### src/rtl/mips_pkg.sv
`default_nettype none
// ============================================================================
// Module   : mips_pkg
// Brief    : Shared types and constants for the MIPS pipeline front end.
// Revision : 1.0
// ============================================================================
package mips_pkg;

    typedef enum logic [1:0] {
        FETCH  = 2'd0,
        HOLD   = 2'd1,
        SQUASH = 2'd2
    } if_state_t;

    localparam logic [31:0] NOP_INSTR        = 32'h0000_0000;
    localparam logic [31:0] RESET_PC_DEFAULT = 32'h0000_0000;

    function automatic logic [31:0] branch_target(input logic [31:0] pc_plus4,
                                                  input logic [15:0] imm);
        return pc_plus4 + {{14{imm[15]}}, imm, 2'b00};
    endfunction

endpackage
`default_nettype wire

### src/rtl/if_stage_if.sv
`default_nettype none
// ============================================================================
// Module   : if_stage_if
// Brief    : Decode controls, instruction-memory bus and IF/ID outputs.
// Revision : 1.0
// ============================================================================
interface if_stage_if;

    logic        stall_in;
    logic        br_taken_in;
    logic        flush_in;
    logic        imem_req_out;
    logic [31:0] imem_addr_out;
    logic [31:0] imem_rdata_in;
    logic        imem_ready_in;
    logic [31:0] instruction_out;
    logic [31:0] pc_plus4_out;
    logic        valid_out;

    modport master (
        input  stall_in, br_taken_in, flush_in, imem_rdata_in, imem_ready_in,
        output imem_req_out, imem_addr_out, instruction_out, pc_plus4_out, valid_out
    );

    modport slave (
        output stall_in, br_taken_in, flush_in, imem_rdata_in, imem_ready_in,
        input  imem_req_out, imem_addr_out, instruction_out, pc_plus4_out, valid_out
    );

endinterface
`default_nettype wire

### src/rtl/if_id_reg.sv
`default_nettype none
// ============================================================================
// Module   : if_id_reg
// Brief    : IF/ID pipeline register with load, bubble and hold controls.
// Revision : 1.0
// ============================================================================
module if_id_reg
    import mips_pkg::*;
(
    input  wire logic        clk,
    input  wire logic        rst,
    input  wire logic        load_i,
    input  wire logic        bubble_i,
    input  wire logic [31:0] instr_i,
    input  wire logic [31:0] pc_plus4_i,
    output logic      [31:0] instr_o,
    output logic      [31:0] pc_plus4_o,
    output logic             valid_o
);

    logic [31:0] instr_q;
    logic [31:0] pc_plus4_q;
    logic        valid_q;

    // A bubble keeps pc_plus4 so decode still sees the last real PC+4.
    always_ff @(posedge clk) begin
        if (rst) begin
            instr_q    <= NOP_INSTR;
            pc_plus4_q <= 32'h0;
            valid_q    <= 1'b0;
        end else if (bubble_i) begin
            instr_q    <= NOP_INSTR;
            valid_q    <= 1'b0;
        end else if (load_i) begin
            instr_q    <= instr_i;
            pc_plus4_q <= pc_plus4_i;
            valid_q    <= 1'b1;
        end
    end

    assign instr_o    = instr_q;
    assign pc_plus4_o = pc_plus4_q;
    assign valid_o    = valid_q;

endmodule
`default_nettype wire

### src/rtl/if_stage.sv
`default_nettype none
// ============================================================================
// Module   : if_stage
// Brief    : MIPS instruction fetch: PC, variable-latency imem handshake, IF/ID.
// Revision : 1.0
// ============================================================================
module if_stage
    import mips_pkg::*;
#(
    parameter logic [31:0] RESET_PC = RESET_PC_DEFAULT
) (
    input  wire logic clk,
    input  wire logic rst,
    if_stage_if.master bus
);

    localparam logic [1:0] ST_FETCH  = FETCH;
    localparam logic [1:0] ST_HOLD   = HOLD;
    localparam logic [1:0] ST_SQUASH = SQUASH;

    logic [1:0]  state_q, state_d;
    logic [31:0] pc_q, pc_d;
    logic [31:0] buf_q, buf_d;
    logic [31:0] tgt_q, tgt_d;

    logic        ifid_load;
    logic        ifid_bubble;
    logic [31:0] ifid_instr;
    logic [31:0] pc_plus4;
    logic [31:0] br_target;
    logic        br_take;
    logic        flush_take;

    assign pc_plus4   = pc_q + 32'd4;
    assign br_target  = branch_target(bus.pc_plus4_out, bus.instruction_out[15:0]);
    assign br_take    = bus.valid_out & ~bus.stall_in & bus.br_taken_in;
    assign flush_take = bus.valid_out & ~bus.stall_in & bus.flush_in;

    assign bus.imem_req_out  = ~rst & ((state_q == ST_FETCH) | (state_q == ST_SQUASH));
    assign bus.imem_addr_out = pc_q;

    always_comb begin
        state_d     = state_q;
        pc_d        = pc_q;
        buf_d       = buf_q;
        tgt_d       = tgt_q;
        ifid_load   = 1'b0;
        ifid_bubble = 1'b0;
        ifid_instr  = buf_q;
        case (state_q)
            ST_FETCH: begin
                if (br_take) begin
                    ifid_bubble = 1'b1;
                    if (bus.imem_ready_in) begin
                        pc_d = br_target;
                    end else begin
                        // The request in flight cannot be withdrawn; park the target.
                        tgt_d   = br_target;
                        state_d = ST_SQUASH;
                    end
                end else if (bus.imem_ready_in && !bus.stall_in) begin
                    ifid_instr  = bus.imem_rdata_in;
                    ifid_load   = ~flush_take;
                    ifid_bubble = flush_take;
                    pc_d        = pc_plus4;
                end else if (bus.imem_ready_in) begin
                    buf_d   = bus.imem_rdata_in;
                    state_d = ST_HOLD;
                end else if (!bus.stall_in) begin
                    ifid_bubble = 1'b1;
                end
            end
            ST_HOLD: begin
                if (br_take) begin
                    ifid_bubble = 1'b1;
                    pc_d        = br_target;
                    state_d     = ST_FETCH;
                end else if (!bus.stall_in) begin
                    ifid_load   = ~flush_take;
                    ifid_bubble = flush_take;
                    pc_d        = pc_plus4;
                    state_d     = ST_FETCH;
                end
            end
            ST_SQUASH: begin
                ifid_bubble = 1'b1;
                if (bus.imem_ready_in) begin
                    pc_d    = tgt_q;
                    state_d = ST_FETCH;
                end
            end
            default: begin
                state_d = ST_FETCH;
            end
        endcase
    end

    always_ff @(posedge clk) begin
        if (rst) begin
            state_q <= ST_FETCH;
            pc_q    <= RESET_PC;
            buf_q   <= 32'h0;
            tgt_q   <= 32'h0;
        end else begin
            state_q <= state_d;
            pc_q    <= pc_d;
            buf_q   <= buf_d;
            tgt_q   <= tgt_d;
        end
    end

    if_id_reg u_if_id_reg (
        .clk        (clk),
        .rst        (rst),
        .load_i     (ifid_load),
        .bubble_i   (ifid_bubble),
        .instr_i    (ifid_instr),
        .pc_plus4_i (pc_plus4),
        .instr_o    (bus.instruction_out),
        .pc_plus4_o (bus.pc_plus4_out),
        .valid_o    (bus.valid_out)
    );

endmodule
`default_nettype wire
### src/flat_wrapper.sv
// flat-port wrapper written by rule: the top's interface ports become plain ports
module if_stage_flat import mips_pkg::*;
#(
    parameter logic [31:0] RESET_PC = RESET_PC_DEFAULT
)
  (clk, rst, bus_stall_in, bus_br_taken_in, bus_flush_in, bus_imem_rdata_in, bus_imem_ready_in, bus_imem_req_out, bus_imem_addr_out, bus_instruction_out, bus_pc_plus4_out, bus_valid_out);
  if_stage_if bus_i ();
  input  wire logic clk;
  input  wire logic rst;
  input wire logic [$bits(bus_i.stall_in)-1:0] bus_stall_in;
  input wire logic [$bits(bus_i.br_taken_in)-1:0] bus_br_taken_in;
  input wire logic [$bits(bus_i.flush_in)-1:0] bus_flush_in;
  input wire logic [$bits(bus_i.imem_rdata_in)-1:0] bus_imem_rdata_in;
  input wire logic [$bits(bus_i.imem_ready_in)-1:0] bus_imem_ready_in;
  output wire logic [$bits(bus_i.imem_req_out)-1:0] bus_imem_req_out;
  output wire logic [$bits(bus_i.imem_addr_out)-1:0] bus_imem_addr_out;
  output wire logic [$bits(bus_i.instruction_out)-1:0] bus_instruction_out;
  output wire logic [$bits(bus_i.pc_plus4_out)-1:0] bus_pc_plus4_out;
  output wire logic [$bits(bus_i.valid_out)-1:0] bus_valid_out;
  assign bus_i.stall_in = bus_stall_in;
  assign bus_i.br_taken_in = bus_br_taken_in;
  assign bus_i.flush_in = bus_flush_in;
  assign bus_i.imem_rdata_in = bus_imem_rdata_in;
  assign bus_i.imem_ready_in = bus_imem_ready_in;
  assign bus_imem_req_out = bus_i.imem_req_out;
  assign bus_imem_addr_out = bus_i.imem_addr_out;
  assign bus_instruction_out = bus_i.instruction_out;
  assign bus_pc_plus4_out = bus_i.pc_plus4_out;
  assign bus_valid_out = bus_i.valid_out;
  if_stage #(.RESET_PC(RESET_PC)) u_core (.clk(clk), .rst(rst), .bus(bus_i));
endmodule
### config.mk
export PLATFORM = sky130hd
export DESIGN_NAME = if_stage_flat
export DESIGN_NICKNAME = d
export VERILOG_FILES = /design/src/rtl/mips_pkg.sv /design/src/rtl/if_stage_if.sv /design/src/rtl/if_id_reg.sv /design/src/rtl/if_stage.sv /design/src/flat_wrapper.sv
export SDC_FILE = /design/constraint.sdc
export NUM_CORES = 1
export LEC_CHECK = 0
export BUFFER_PORTS_ARGS = -buffer_cell sky130_fd_sc_hd__clkbuf_2
export CAP_MARGIN = 10
export CORE_MARGIN = 4
export CORE_UTILIZATION = 45
export DETAILED_ROUTE_END_ITERATION = 10
export PLACE_DENSITY_LB_ADDON = 0.08
export RECOVER_POWER = 100
export SYNTH_ARGS = -nofsm -noshare
export SYNTH_HDL_FRONTEND = slang
export SYNTH_SLANG_ARGS = --single-unit
### constraint.sdc
create_clock -name clk -period 4 [get_ports clk]
set_input_delay 0.8 -clock clk [delete_from_list [all_inputs] [get_ports clk]]
set_output_delay 0.8 -clock clk [all_outputs]
set_load 0.005 [all_outputs]
==> qor.csv, run 1 <==
stage,metric,value,unit
route,# DRC,0,
clocking,CTS tree,done,
final_layout,Finished Core Util,52.56,%
setup_path,reg2reg start,u_core.u_if_id_reg.instr_o[15]$_SDFFE_PP0P_,
global_routing,GR Util All Layers,24.41,%
setup_path,element type at the critical path end,flop,
setup_path,Slowest Stage Delay on Critical Path,0.74,ns
final_layout,diodes inserted,0,
final_layout,fin cells,1515,
route,TritonRoute pass-1 iters,5,
clocking,Max clock buf depth,2,
timing,fin. max-slew vios,91,
clocking,Clock Sinks,163,
floorplan,die height,148.9,microns
global_routing,first-pass GRT wire length,43330,microns
clocking,clock root buffer,clkbuf_16,
power_and_ir_drop,peak supply drop,0.2944,mV
setup_path,Crit path arrival time,3.65,ns
timing,Fin Setup TNS,0,ns
global_routing,number of antenna violations at the first check in global routing,0,
place,Cell Count Post-Placement,1483,
job,max-cap violations,3,
floorplan,Initial Utilization,45.89,%
yosys,Yosys warning count,0,
floorplan,Die Wd,148.9,microns
setup_path,crit path from,u_core.u_if_id_reg.instr_o[15]$_SDFFE_PP0P_,
route,Routed Antenna Nets,0,
power_and_ir_drop,LEAKAGE,3.964,nW
timing,setup repair after global routing missed its margin,no,
place,GPL Wtd Cong,0.9307,
setup_path,worst-path fanout max,17,
clocking,htree depth,4,
setup_path,"Slowest-stage cell, CP",a2111oi_0,
route,Via-to-Cell Ratio,5.575,
yosys,Synth Net Count,1212,
run_status,status,finished with violations,
min_path,Hold/Removal Path Class,reg -> reg,
final_layout,layout cell share with drive strength beyond 1,11.36,%
setup_path,r2r worst-path depth,10,
setup_path,CP cell instances,buf_4 -> ha_1 -> a211o_1 -> a21oi_1 -> a211oi_1 -> a2111oi_0 -> o31a_4 -> o21ai_2 -> or4_1 -> o311ai_0,
route,via count,8446,
timing,Slew headroom,-46.33,%
yosys,Async SR Flop Fraction,0,%
setup_path,r2r endpoint,u_core.tgt_q[29]$_SDFFE_PP0P_,
power_and_ir_drop,PwrDens,384.9,nW/um^2
final_layout,Layout area overhead,14.53,%
clocking,"CTS clk-pin slew, worst paths",0.07,ns
yosys,register area share after synthesis,36.54,%
yosys,Seq cells post-synth,163,
floorplan,num ports,136,
place,DPL Wire Length,19060,microns
timing,Worst Tran Pin Value,2.172,ns
yosys,Mapped Area,8931,sq um
place,PortBufs,135,
floorplan,total die area,22170,sq um
final_layout,# nets final,1306,
setup_path,critical path class,reg -> reg,
route,DR iter-0 viols,566,
global_routing,pin count of the biggest net entering global routing,65,
floorplan,floorplan row count,51,
timing,setup violators final,0,
route,Post-Route WL,26810,microns
timing,final hold vios,0,
timing,hold slack,0.4534,ns
setup_path,flop-to-flop setup slack,0.66,ns
timing,crit path time final,3.342,ns
clocking,postcts setup bufs,0,
run_status,failing checks,"capacitance limit, slew limit",
route,wire per inst,17.70,microns
clocking,Hold Buf Count CTS,0,
timing,period utilization,83.55,%
yosys,Synth Area per Inst,7.814,sq um
final_layout,fill count,1932,
yosys,Post-synth EDFFs,0,
floorplan,core footprint,19460,sq um
timing,clk_skew,0.009066,ns
yosys,Yosys cell types,72,
final_layout,storage element area,3263,sq um
yosys,ys flop type,dfxtp_1,
clocking,post-CTS resize count,0,
yosys,Mapped Cells,1143,
timing,fmax,0.2992,GHz
global_routing,GRT overflow,0,
clocking,Worst-Skew Late Latency,0.43,ns
clocking,total CTS buffers,17,
min_path,WHS Path Cells,2,
setup_path,CP startpoint kind,flop,
min_path,worst hold path startpoint,u_core.buf_q[0]$_SDFFE_PP0P_,
final_layout,Multi-input gate area,5228,sq um
setup_path,"Data required, critical path",4.31,ns
global_routing,vias in the first global route,7954,
min_path,hold endpoint,u_core.buf_q[0]$_SDFFE_PP0P_,
-- cell usage in the layout, fill, tap and decap left out, drive strengths merged, types with 7 or more instances in the layout --
master | netlist | final
clkbuf | 67 | 154
a21oi | 122 | 122
dfxtp | 163 | 163
xnor2 | 28 | 28
a211oi | 65 | 65
nand4 | 16 | 16
nand3 | 21 | 21
and3 | 7 | 7
xor2 | 23 | 23
o211ai | 14 | 14
a31oi | 9 | 9
o21ai | 42 | 42
buf | 20 | 27
ha | 30 | 30
nor4 | 10 | 10
o21a | 8 | 8
inv | 12 | 16
nor2 | 134 | 134
mux2i | 35 | 35
a21o | 12 | 12
nor3 | 23 | 23
nand2 | 191 | 191
nand2b | 7 | 7
-- kinds of logic after synthesis --
family | count (synthesis) | synth area share (%)
and+or+nand+nor | 439 | 21.34
AOI/OAI and AO/OA | 323 | 23.94
DFF | 163 | 36.54
buffers and inverters | 99 | 4.581
xor gates and xnor gates | 51 | 5.001
muxes | 37 | 4.175
adders and majority gates | 31 | 4.427
-- how the worst max path moves through the flow --
stage	end
2_1_floorplan	u_core.tgt_q[29]$_SDFFE_PP0P_
3_3_place_gp	u_core.tgt_q[30]$_SDFFE_PP0P_
3_5_place_dp	u_core.tgt_q[30]$_SDFFE_PP0P_
4_1_cts	u_core.tgt_q[30]$_SDFFE_PP0P_
5_1_grt	u_core.u_if_id_reg.instr_o[12]$_SDFFE_PP0P_
6_report	u_core.tgt_q[29]$_SDFFE_PP0P_
-- cells in the mapped netlist, drive strengths merged (5+ instances only) --
cell type / n / share of area (%)
nand4: 16 / 1.1
nor3: 23 / 1.3
nand3: 21 / 1.2
clkbuf: 67 / 2.8
dfxtp: 163 / 37
o21ai: 42 / 2.4
and3: 7 / 0.49
o31ai: 5 / 0.42
nand2: 191 / 8.0
a31oi: 9 / 0.63
nand2b: 7 / 0.49
a21oi: 122 / 6.9
and2: 5 / 0.35
buf: 20 / 1.3
nor2: 134 / 5.6
o211ai: 14 / 1.2
a21o: 12 / 1.0
o311ai: 5 / 0.49
or3: 5 / 0.35
inv: 12 / 0.50
mux2i: 35 / 3.9
ha: 30 / 4.2
nor2b: 6 / 0.42
xnor2: 28 / 2.7
xor2: 23 / 2.3
o21a: 8 / 0.67
a211oi: 65 / 5.5
nor4: 10 / 0.70
and4: 5 / 0.52
-- flip-flops by register name, indices dropped and copies added, names as in the netlist --
signal and cells:
u_core.u_if_id_reg.pc_plus4_o 32, u_core.buf_q 32, u_core.u_if_id_reg.instr_o 32, u_core.state_q 2
u_core.bus.imem_addr_out 32, u_core.u_if_id_reg.valid_o 1, u_core.tgt_q 32
-- per-layer routing --
layer / global-route usage, % / wire, microns
met5: 0 / 0
met3: 5.591 / 1853
met4: 6.545 / 417
met1: 33.71 / 12470
met2: 38.58 / 12070
-- worst max-delay path, delay by kind of cell, from the launching register on --
| family | cells | cell delay [ns] |
|---|---|---|
| buffers and inverters | 1 | 0.25 |
| AOI/OAI and AO/OA | 7 | 1.83 |
| DFF | 1 | 0.31 |
| adders and majority gates | 1 | 0.37 |
| and+or+nand+nor | 1 | 0.47 |
-- per-stage QoR --
stage	worst slack [ns]	power, mW	area, sq um
detailed placement	1.074	2.389	9794
floorplan	1.159	2.182	8931
finish	0.6581	3.937	10230
global placement	1.164	2.386	9794
global route	0.4306	4.115	10230
CTS	1.065	3.979	10360
-- power breakdown --
group | switching, mW | internal, mW
combinational | 0.365 | 0.217
sequential | 0.0668 | 1.70
clock | 0.722 | 0.869
total | 1.15 | 2.78
-- final cells by class --
cell class,count,area share (%)
multi-input combinational,881,51.11
sequential,163,31.90
timing repair buffer,162,7.816
clock buffer,19,4.232
tap,265,3.242
clock inverter,13,1.260
inverter,12,0.4404
Power figures use the tool's default switching activity.
==> run 2: changes to the inputs <==
==> constraint.sdc (replaced) <==
create_clock -name clk -period 3.3 [get_ports clk]
set_input_delay 0.66 -clock clk [delete_from_list [all_inputs] [get_ports clk]]
set_output_delay 0.66 -clock clk [all_outputs]
set_load 0.005 [all_outputs]
==> run 2 against run 1 <==
Against the previous run: the run still ends with capacitance limit, slew limit left; clock skew about the same; clock power is 26% higher; die area did not move; non-clock buffer count up 5; sequential share of layout area shrank 0.33 points; maximum frequency grew 11%; first-iteration DRC count rose by 3.5%; critical path depth unchanged; clock-buffer cell count shrank 2.
==> qor.csv, run 2 (synthesis gave the netlist of run 1 again) <==
stage,metric,value,unit
run_status,status,finished with violations,
run_status,failing checks,"capacitance limit, slew limit",
clocking,Worst-Skew Late Latency,0.44,ns
timing,period utilization,90.83,%
final_layout,"most common cell after layout, fill and taps aside",nand2_1,
final_layout,Layout area overhead,15.73,%
setup_path,Crit path depth,10,
floorplan,num ports,136,
final_layout,# nets final,1311,
clocking,htree depth,4,
timing,Worst Tran Pin Value,1.501,ns
clocking,Clock Sinks,163,
min_path,hold endpoint,u_core.buf_q[22]$_SDFFE_PP0P_,
setup_path,CP Buf/Inv Count,1,
power_and_ir_drop,Pint,3.339,mW
clocking,Hold Buf Count CTS,0,
setup_path,flop-to-flop setup slack,0.30,ns
power_and_ir_drop,peak supply drop,0.3122,mV
setup_path,Crit path arrival time,3.33,ns
setup_path,worst-path fanout max,12,
timing,final hold vios,0,
global_routing,pin count of the biggest net entering global routing,52,
place,PortBufs,135,
place,GPL Wtd Cong,1.001,
floorplan,die height,148.9,microns
route,Post-Route WL,27260,microns
clocking,total CTS buffers,17,
power_and_ir_drop,Flop pwr share,44.0,%
clocking,CTS tree,done,
power_and_ir_drop,"Power, Total",4.852,mW
setup_path,element type at the critical path end,flop,
route,wire per inst,17.94,microns
setup_path,reg2reg start,u_core.u_if_id_reg.instr_o[15]$_SDFFE_PP0P_,
timing,Fin Setup TNS,0,ns
final_layout,layout cell share with drive strength beyond 1,11.95,%
min_path,worst hold path startpoint,bus_imem_rdata_in[22],
timing,setup repair after global routing missed its margin,no,
min_path,WHS Path Cells,3,
global_routing,first-pass GRT wire length,43390,microns
setup_path,"Slowest-stage cell, CP",or4_1,
job,max-cap violations,1,
setup_path,Top delay family on crit path,simple AND/OR/NAND/NOR gates,
setup_path,"Data required, critical path",3.63,ns
setup_path,r2r endpoint,u_core.tgt_q[29]$_SDFFE_PP0P_,
timing,fin. max-slew vios,32,
power_and_ir_drop,Net Sw Frac,31.17,%
power_and_ir_drop,LEAKAGE,4.021,nW
setup_path,critical path class,reg -> reg,
route,DR iter-0 viols,586,
clocking,post-CTS resize count,0,
route,Routed Antenna Nets,0,
place,DPL Wire Length,19390,microns
timing,setup violators final,0,
timing,fmax,0.3336,GHz
setup_path,r2r worst-path depth,10,
timing,Slew headroom,-0.08396,%
final_layout,cell area after layout,10340,sq um
floorplan,Initial Utilization,45.89,%
timing,crit path time final,2.998,ns
clocking,"CTS clk-pin slew, worst paths",0.08,ns
setup_path,Slowest Stage Delay on Critical Path,0.49,ns
route,TritonRoute pass-1 iters,4,
place,Post-DP Area,9894,sq um
floorplan,Die Wd,148.9,microns
floorplan,total die area,22170,sq um
power_and_ir_drop,Sw Pwr,1.513,mW
route,# DRC,0,
final_layout,diodes inserted,0,
global_routing,GRT overflow,0,
final_layout,most frequent cells in the layout,"nand2_1, dfxtp_1, nor2_1, a21oi_1, clkbuf_2",
global_routing,number of antenna violations at the first check in global routing,0,
setup_path,CP startpoint kind,flop,
power_and_ir_drop,PwrDens,469.4,nW/um^2
global_routing,vias in the first global route,8019,
clocking,clock root buffer,clkbuf_16,
route,Via-to-Cell Ratio,5.659,
setup_path,CP cell instances,buf_4 -> ha_1 -> and4_1 -> or3b_1 -> nor2b_1 -> a2111oi_4 -> o31a_4 -> o21ai_0 -> or4_1 -> o311ai_0,
floorplan,core footprint,19460,sq um
power_and_ir_drop,Clock power frac,41.2,%
power_and_ir_drop,Comb pwr share,14.8,%
clocking,postcts setup bufs,0,
route,via count,8602,
timing,clk_skew,0.008585,ns
floorplan,floorplan row count,51,
clocking,Max clock buf depth,2,
global_routing,GR Util All Layers,24.32,%
min_path,Hold/Removal Path Class,in -> reg,
run 2: worst max path at each step:
stage                                                        from                            end  slack [ns]
finish                u_core.u_if_id_reg.instr_o[15]$_SDFFE_PP0P_  u_core.tgt_q[29]$_SDFFE_PP0P_        0.30
global route          u_core.u_if_id_reg.instr_o[15]$_SDFFE_PP0P_  u_core.tgt_q[29]$_SDFFE_PP0P_        0.13
CTS                    u_core.u_if_id_reg.instr_o[0]$_SDFFE_PP0P_  u_core.tgt_q[30]$_SDFFE_PP0P_        0.36
detailed placement     u_core.u_if_id_reg.instr_o[0]$_SDFFE_PP0P_  u_core.tgt_q[30]$_SDFFE_PP0P_        0.39
global placement    u_core.u_if_id_reg.pc_plus4_o[2]$_SDFFE_PP0P_  u_core.tgt_q[30]$_SDFFE_PP0P_        0.49
floorplan             u_core.u_if_id_reg.instr_o[15]$_SDFFE_PP0P_  u_core.tgt_q[29]$_SDFFE_PP0P_        0.46
run 2: worst reg2reg max path, stage by stage, from the launching register on:
cell and delay, ns:
dfxtp_1 0.42, buf_4 0.25, ha_1 0.35, and4_1 0.27, or3b_1 0.24, nor2b_1 0.09
a2111oi_4 0.33, o31a_4 0.23, o21ai_0 0.13, or4_1 0.49, o311ai_0 0.09
run 2: power groups by stage:
| stage | logic [mW] | registers (mW) | clock network (mW) |
|---|---|---|---|
| final | 0.718 | 2.13 | 2.00 |
| after global routing | 0.799 | 2.15 | 2.12 |
| after CTS | 0.733 | 2.13 | 2.03 |
| after detailed placement | 0.730 | 2.18 | 0 |
| after global placement | 0.726 | 2.18 | 0 |
| after floorplan | 0.481 | 2.16 | 0 |
run 2: cell type report:
type | count | area, sq um
fillers | 1930 | 9126
multi-input cells | 881 | 5240
flip-flops and latches | 163 | 3263
repair buffers | 167 | 877.1
clock buffers | 17 | 425.4
well taps | 265 | 331.6
clock inverters | 15 | 153.9
inverters | 12 | 45.04
run 2: layer usage:
metal	global-route usage, %	up-vias	share of wire [%]
met3	6.624	39	7.6
met5	0	-	0
met1	33.71	4017	46
met2	37.25	269	45
met4	7.048	0	1.9
li1	-	4277	-
run 2: per-stage QoR:
stage / utilization [%] / std cells / setup slack (ns) / hold slack (ns)
after floorplan: - / 1143 / 0.4587 / 0.4319
after global placement: 50.84 / 1488 / 0.4899 / 0.4390
after detailed placement: 50.84 / 1488 / 0.3899 / 0.4438
after CTS: 53.82 / 1520 / 0.3643 / 0.4366
after global routing: 53.11 / 1520 / 0.1253 / 0.4417
final: 53.11 / 1520 / 0.3025 / 0.4464
==> run 3: changes to the inputs <==
--- a/config.mk
+++ b/config.mk
@@ -8,7 +8,7 @@
 export BUFFER_PORTS_ARGS = -buffer_cell sky130_fd_sc_hd__clkbuf_2
 export CAP_MARGIN = 10
 export CORE_MARGIN = 4
-export CORE_UTILIZATION = 45
+export CORE_UTILIZATION = 58
 export DETAILED_ROUTE_END_ITERATION = 10
 export PLACE_DENSITY_LB_ADDON = 0.08
 export RECOVER_POWER = 100
==> run 3 against run 2 <==
Against the previous run: the run now ends clean; first-iteration DRC count is 43% higher; flip-flop and latch count is the same; core utilization rose by 14 points; non-clock buffer count decreased by 4; clock skew up 0.0017 ns; critical path type unchanged; critical endpoint unchanged.
==> qor.csv, run 3 (synthesis gave the netlist of run 1 again) <==
stage,metric,value,unit
run_status,status,finished clean,
place,DPL Wire Length,18480,microns
setup_path,Crit path arrival time,3.32,ns
floorplan,die height,132.1,microns
timing,Fin Setup TNS,0,ns
route,Post-Route WL,26060,microns
timing,fin. max-slew vios,0,
power_and_ir_drop,Flop pwr share,43.2,%
setup_path,"Data required, critical path",3.63,ns
timing,Slew headroom,2.932,%
timing,period utilization,90.76,%
power_and_ir_drop,LEAKAGE,4.026,nW
floorplan,core footprint,15150,sq um
clocking,Hold Buf Count CTS,0,
setup_path,Top delay family on crit path,simple AND/OR/NAND/NOR gates,
route,DR iter-0 viols,838,
route,Routed Antenna Nets,0,
setup_path,CP startpoint kind,flop,
final_layout,layout cell share with drive strength beyond 1,12.15,%
setup_path,Slowest Stage Delay on Critical Path,0.50,ns
clocking,"CTS clk-pin slew, worst paths",0.07,ns
timing,final hold vios,0,
global_routing,GRT overflow,0,
min_path,Hold/Removal Path Class,reg -> reg,
final_layout,Multi-input gate area,5264,sq um
clocking,Worst-Skew Late Latency,0.44,ns
min_path,worst hold path startpoint,u_core.buf_q[26]$_SDFFE_PP0P_,
job,max-cap violations,0,
timing,crit path time final,2.995,ns
global_routing,grt peak-use layer,met2,
floorplan,Initial Utilization,58.97,%
clocking,postcts setup bufs,0,
final_layout,most frequent cells in the layout,"nand2_1, dfxtp_1, nor2_1, a21oi_1, clkbuf_2",
final_layout,"most common cell after layout, fill and taps aside",nand2_1,
final_layout,fin cells,1439,
clocking,Clock Sinks,163,
clocking,Max clock buf depth,2,
setup_path,critical path class,reg -> reg,
global_routing,GR Util All Layers,29.46,%
clocking,total CTS buffers,17,
floorplan,total die area,17450,sq um
floorplan,floorplan row count,45,
setup_path,CP Buf/Inv Count,1,
setup_path,reg2reg start,u_core.u_if_id_reg.instr_o[15]$_SDFFE_PP0P_,
setup_path,worst-path fanout max,10,
floorplan,Die Wd,132.1,microns
power_and_ir_drop,Sw Pwr,1.400,mW
final_layout,# nets final,1307,
clocking,htree depth,4,
power_and_ir_drop,peak supply drop,0.3770,mV
power_and_ir_drop,PwrDens,483.4,nW/um^2
setup_path,r2r endpoint,u_core.tgt_q[29]$_SDFFE_PP0P_,
setup_path,"Slowest-stage cell, CP",dfxtp_1,
timing,clk_skew,0.01024,ns
route,via count,8692,
power_and_ir_drop,Comb pwr share,14.4,%
clocking,clock root buffer,clkbuf_16,
final_layout,diodes inserted,0,
power_and_ir_drop,Pint,3.547,mW
min_path,hold endpoint,u_core.buf_q[26]$_SDFFE_PP0P_,
place,Cell Count Post-Placement,1407,
clocking,CTS tree,done,
timing,Worst Tran Pin Value,1.456,ns
global_routing,vias in the first global route,7993,
setup_path,element type at the critical path end,flop,
timing,fmax,0.3339,GHz
route,TritonRoute pass-1 iters,5,
global_routing,met3 global-route usage,6.565,%
global_routing,M2 GR Usage,46.64,%
final_layout,Finished Core Util,67.57,%
route,wire per inst,18.11,microns
setup_path,r2r worst-path depth,10,
power_and_ir_drop,Clock power frac,42.4,%
final_layout,storage element area,3263,sq um
final_layout,Layout area overhead,14.58,%
global_routing,met1 Use GR,39.70,%
timing,setup violators final,0,
place,PortBufs,135,
min_path,WHS Path Cells,2,
route,Via-to-Cell Ratio,6.040,
global_routing,number of antenna violations at the first check in global routing,0,
setup_path,CP cell instances,buf_4 -> ha_1 -> and4_4 -> or3b_1 -> nor2b_1 -> a2111oi_4 -> o31a_4 -> o21ai_0 -> or4_1 -> o311ai_0,
floorplan,num ports,136,
global_routing,first-pass GRT wire length,41700,microns
setup_path,flop-to-flop setup slack,0.30,ns
power_and_ir_drop,Net Sw Frac,28.30,%
place,GPL Wtd Cong,0.9505,
global_routing,pin count of the biggest net entering global routing,95,
route,# DRC,0,
final_layout,fill count,1365,
timing,setup repair after global routing missed its margin,no,
run 3: worst max path at each step:
| stage | from | to | slack (ns) | depth (start not counted) |
|---|---|---|---|---|
| final | u_core.u_if_id_reg.instr_o[15]$_SDFFE_PP0P_ | u_core.tgt_q[29]$_SDFFE_PP0P_ | 0.30 | 10 |
| after global routing | u_core.state_q[0]$_SDFFE_PP0P_ | u_core.u_if_id_reg.pc_plus4_o[12]$_SDFFE_PP0P_ | 0.08 | 7 |
| after detailed placement | u_core.u_if_id_reg.pc_plus4_o[2]$_SDFFE_PP0P_ | u_core.tgt_q[30]$_SDFFE_PP0P_ | 0.42 | 10 |
| after global placement | u_core.u_if_id_reg.pc_plus4_o[2]$_SDFFE_PP0P_ | u_core.tgt_q[30]$_SDFFE_PP0P_ | 0.48 | 10 |
| after CTS | u_core.u_if_id_reg.instr_o[15]$_SDFFE_PP0P_ | u_core.bus.imem_addr_out[30]$_SDFFE_PP0P_ | 0.34 | 9 |
| after floorplan | u_core.u_if_id_reg.instr_o[15]$_SDFFE_PP0P_ | u_core.tgt_q[29]$_SDFFE_PP0P_ | 0.46 | 10 |
run 3: layer usage:
layer	wire, microns	vias up
met1	11380	4062
met3	2018	42
met4	540	0
met2	12130	320
met5	0	-
li1	-	4268
run 3: tightest hold or removal path, stage by stage (launching register included):
cell and delay [ns]:
dfxtp_1 0.31, nand2_1 0.05, a21oi_1 0.05
run 3: cell type report:
type / count / share of cell area (%)
clock buffers: 19 / 4.328
clock inverters: 13 / 1.675
inverters: 12 / 0.4402
multi-input cells: 881 / 51.44
flip-flops and latches: 163 / 31.89
well taps: 188 / 2.299
repair buffers: 163 / 7.935
run 3: what timing repair did:
| action | in CTS | in global routing |
|---|---|---|
| endpoints found under the hold margin | 0 | 0 |
| resized for setup | 0 | 1 |
| setup endpoints to repair | 0 | 1 |
run 3: power groups by stage:
| stage | registers [mW] | logic (mW) | clock network, mW |
|---|---|---|---|
| floorplan | 2.16 | 0.481 | 0 |
| global placement | 2.17 | 0.711 | 0 |
| detailed placement | 2.18 | 0.718 | 0 |
| CTS | 2.13 | 0.723 | 2.11 |
| global route | 2.15 | 0.792 | 2.19 |
| finish | 2.14 | 0.711 | 2.10 |
run 3: per-stage QoR:
step	hold slack, ns	instance area (sq um)	power [mW]	setup slack (ns)
3_5_place_dp	0.4431	9743	2.897	0.4209
4_1_cts	0.4479	10360	4.971	0.3382
6_report	0.4529	10230	4.947	0.3049
5_1_grt	0.4659	10230	5.128	0.07735
3_3_place_gp	0.4386	9743	2.886	0.4752
2_1_floorplan	0.4319	8931	2.645	0.4587
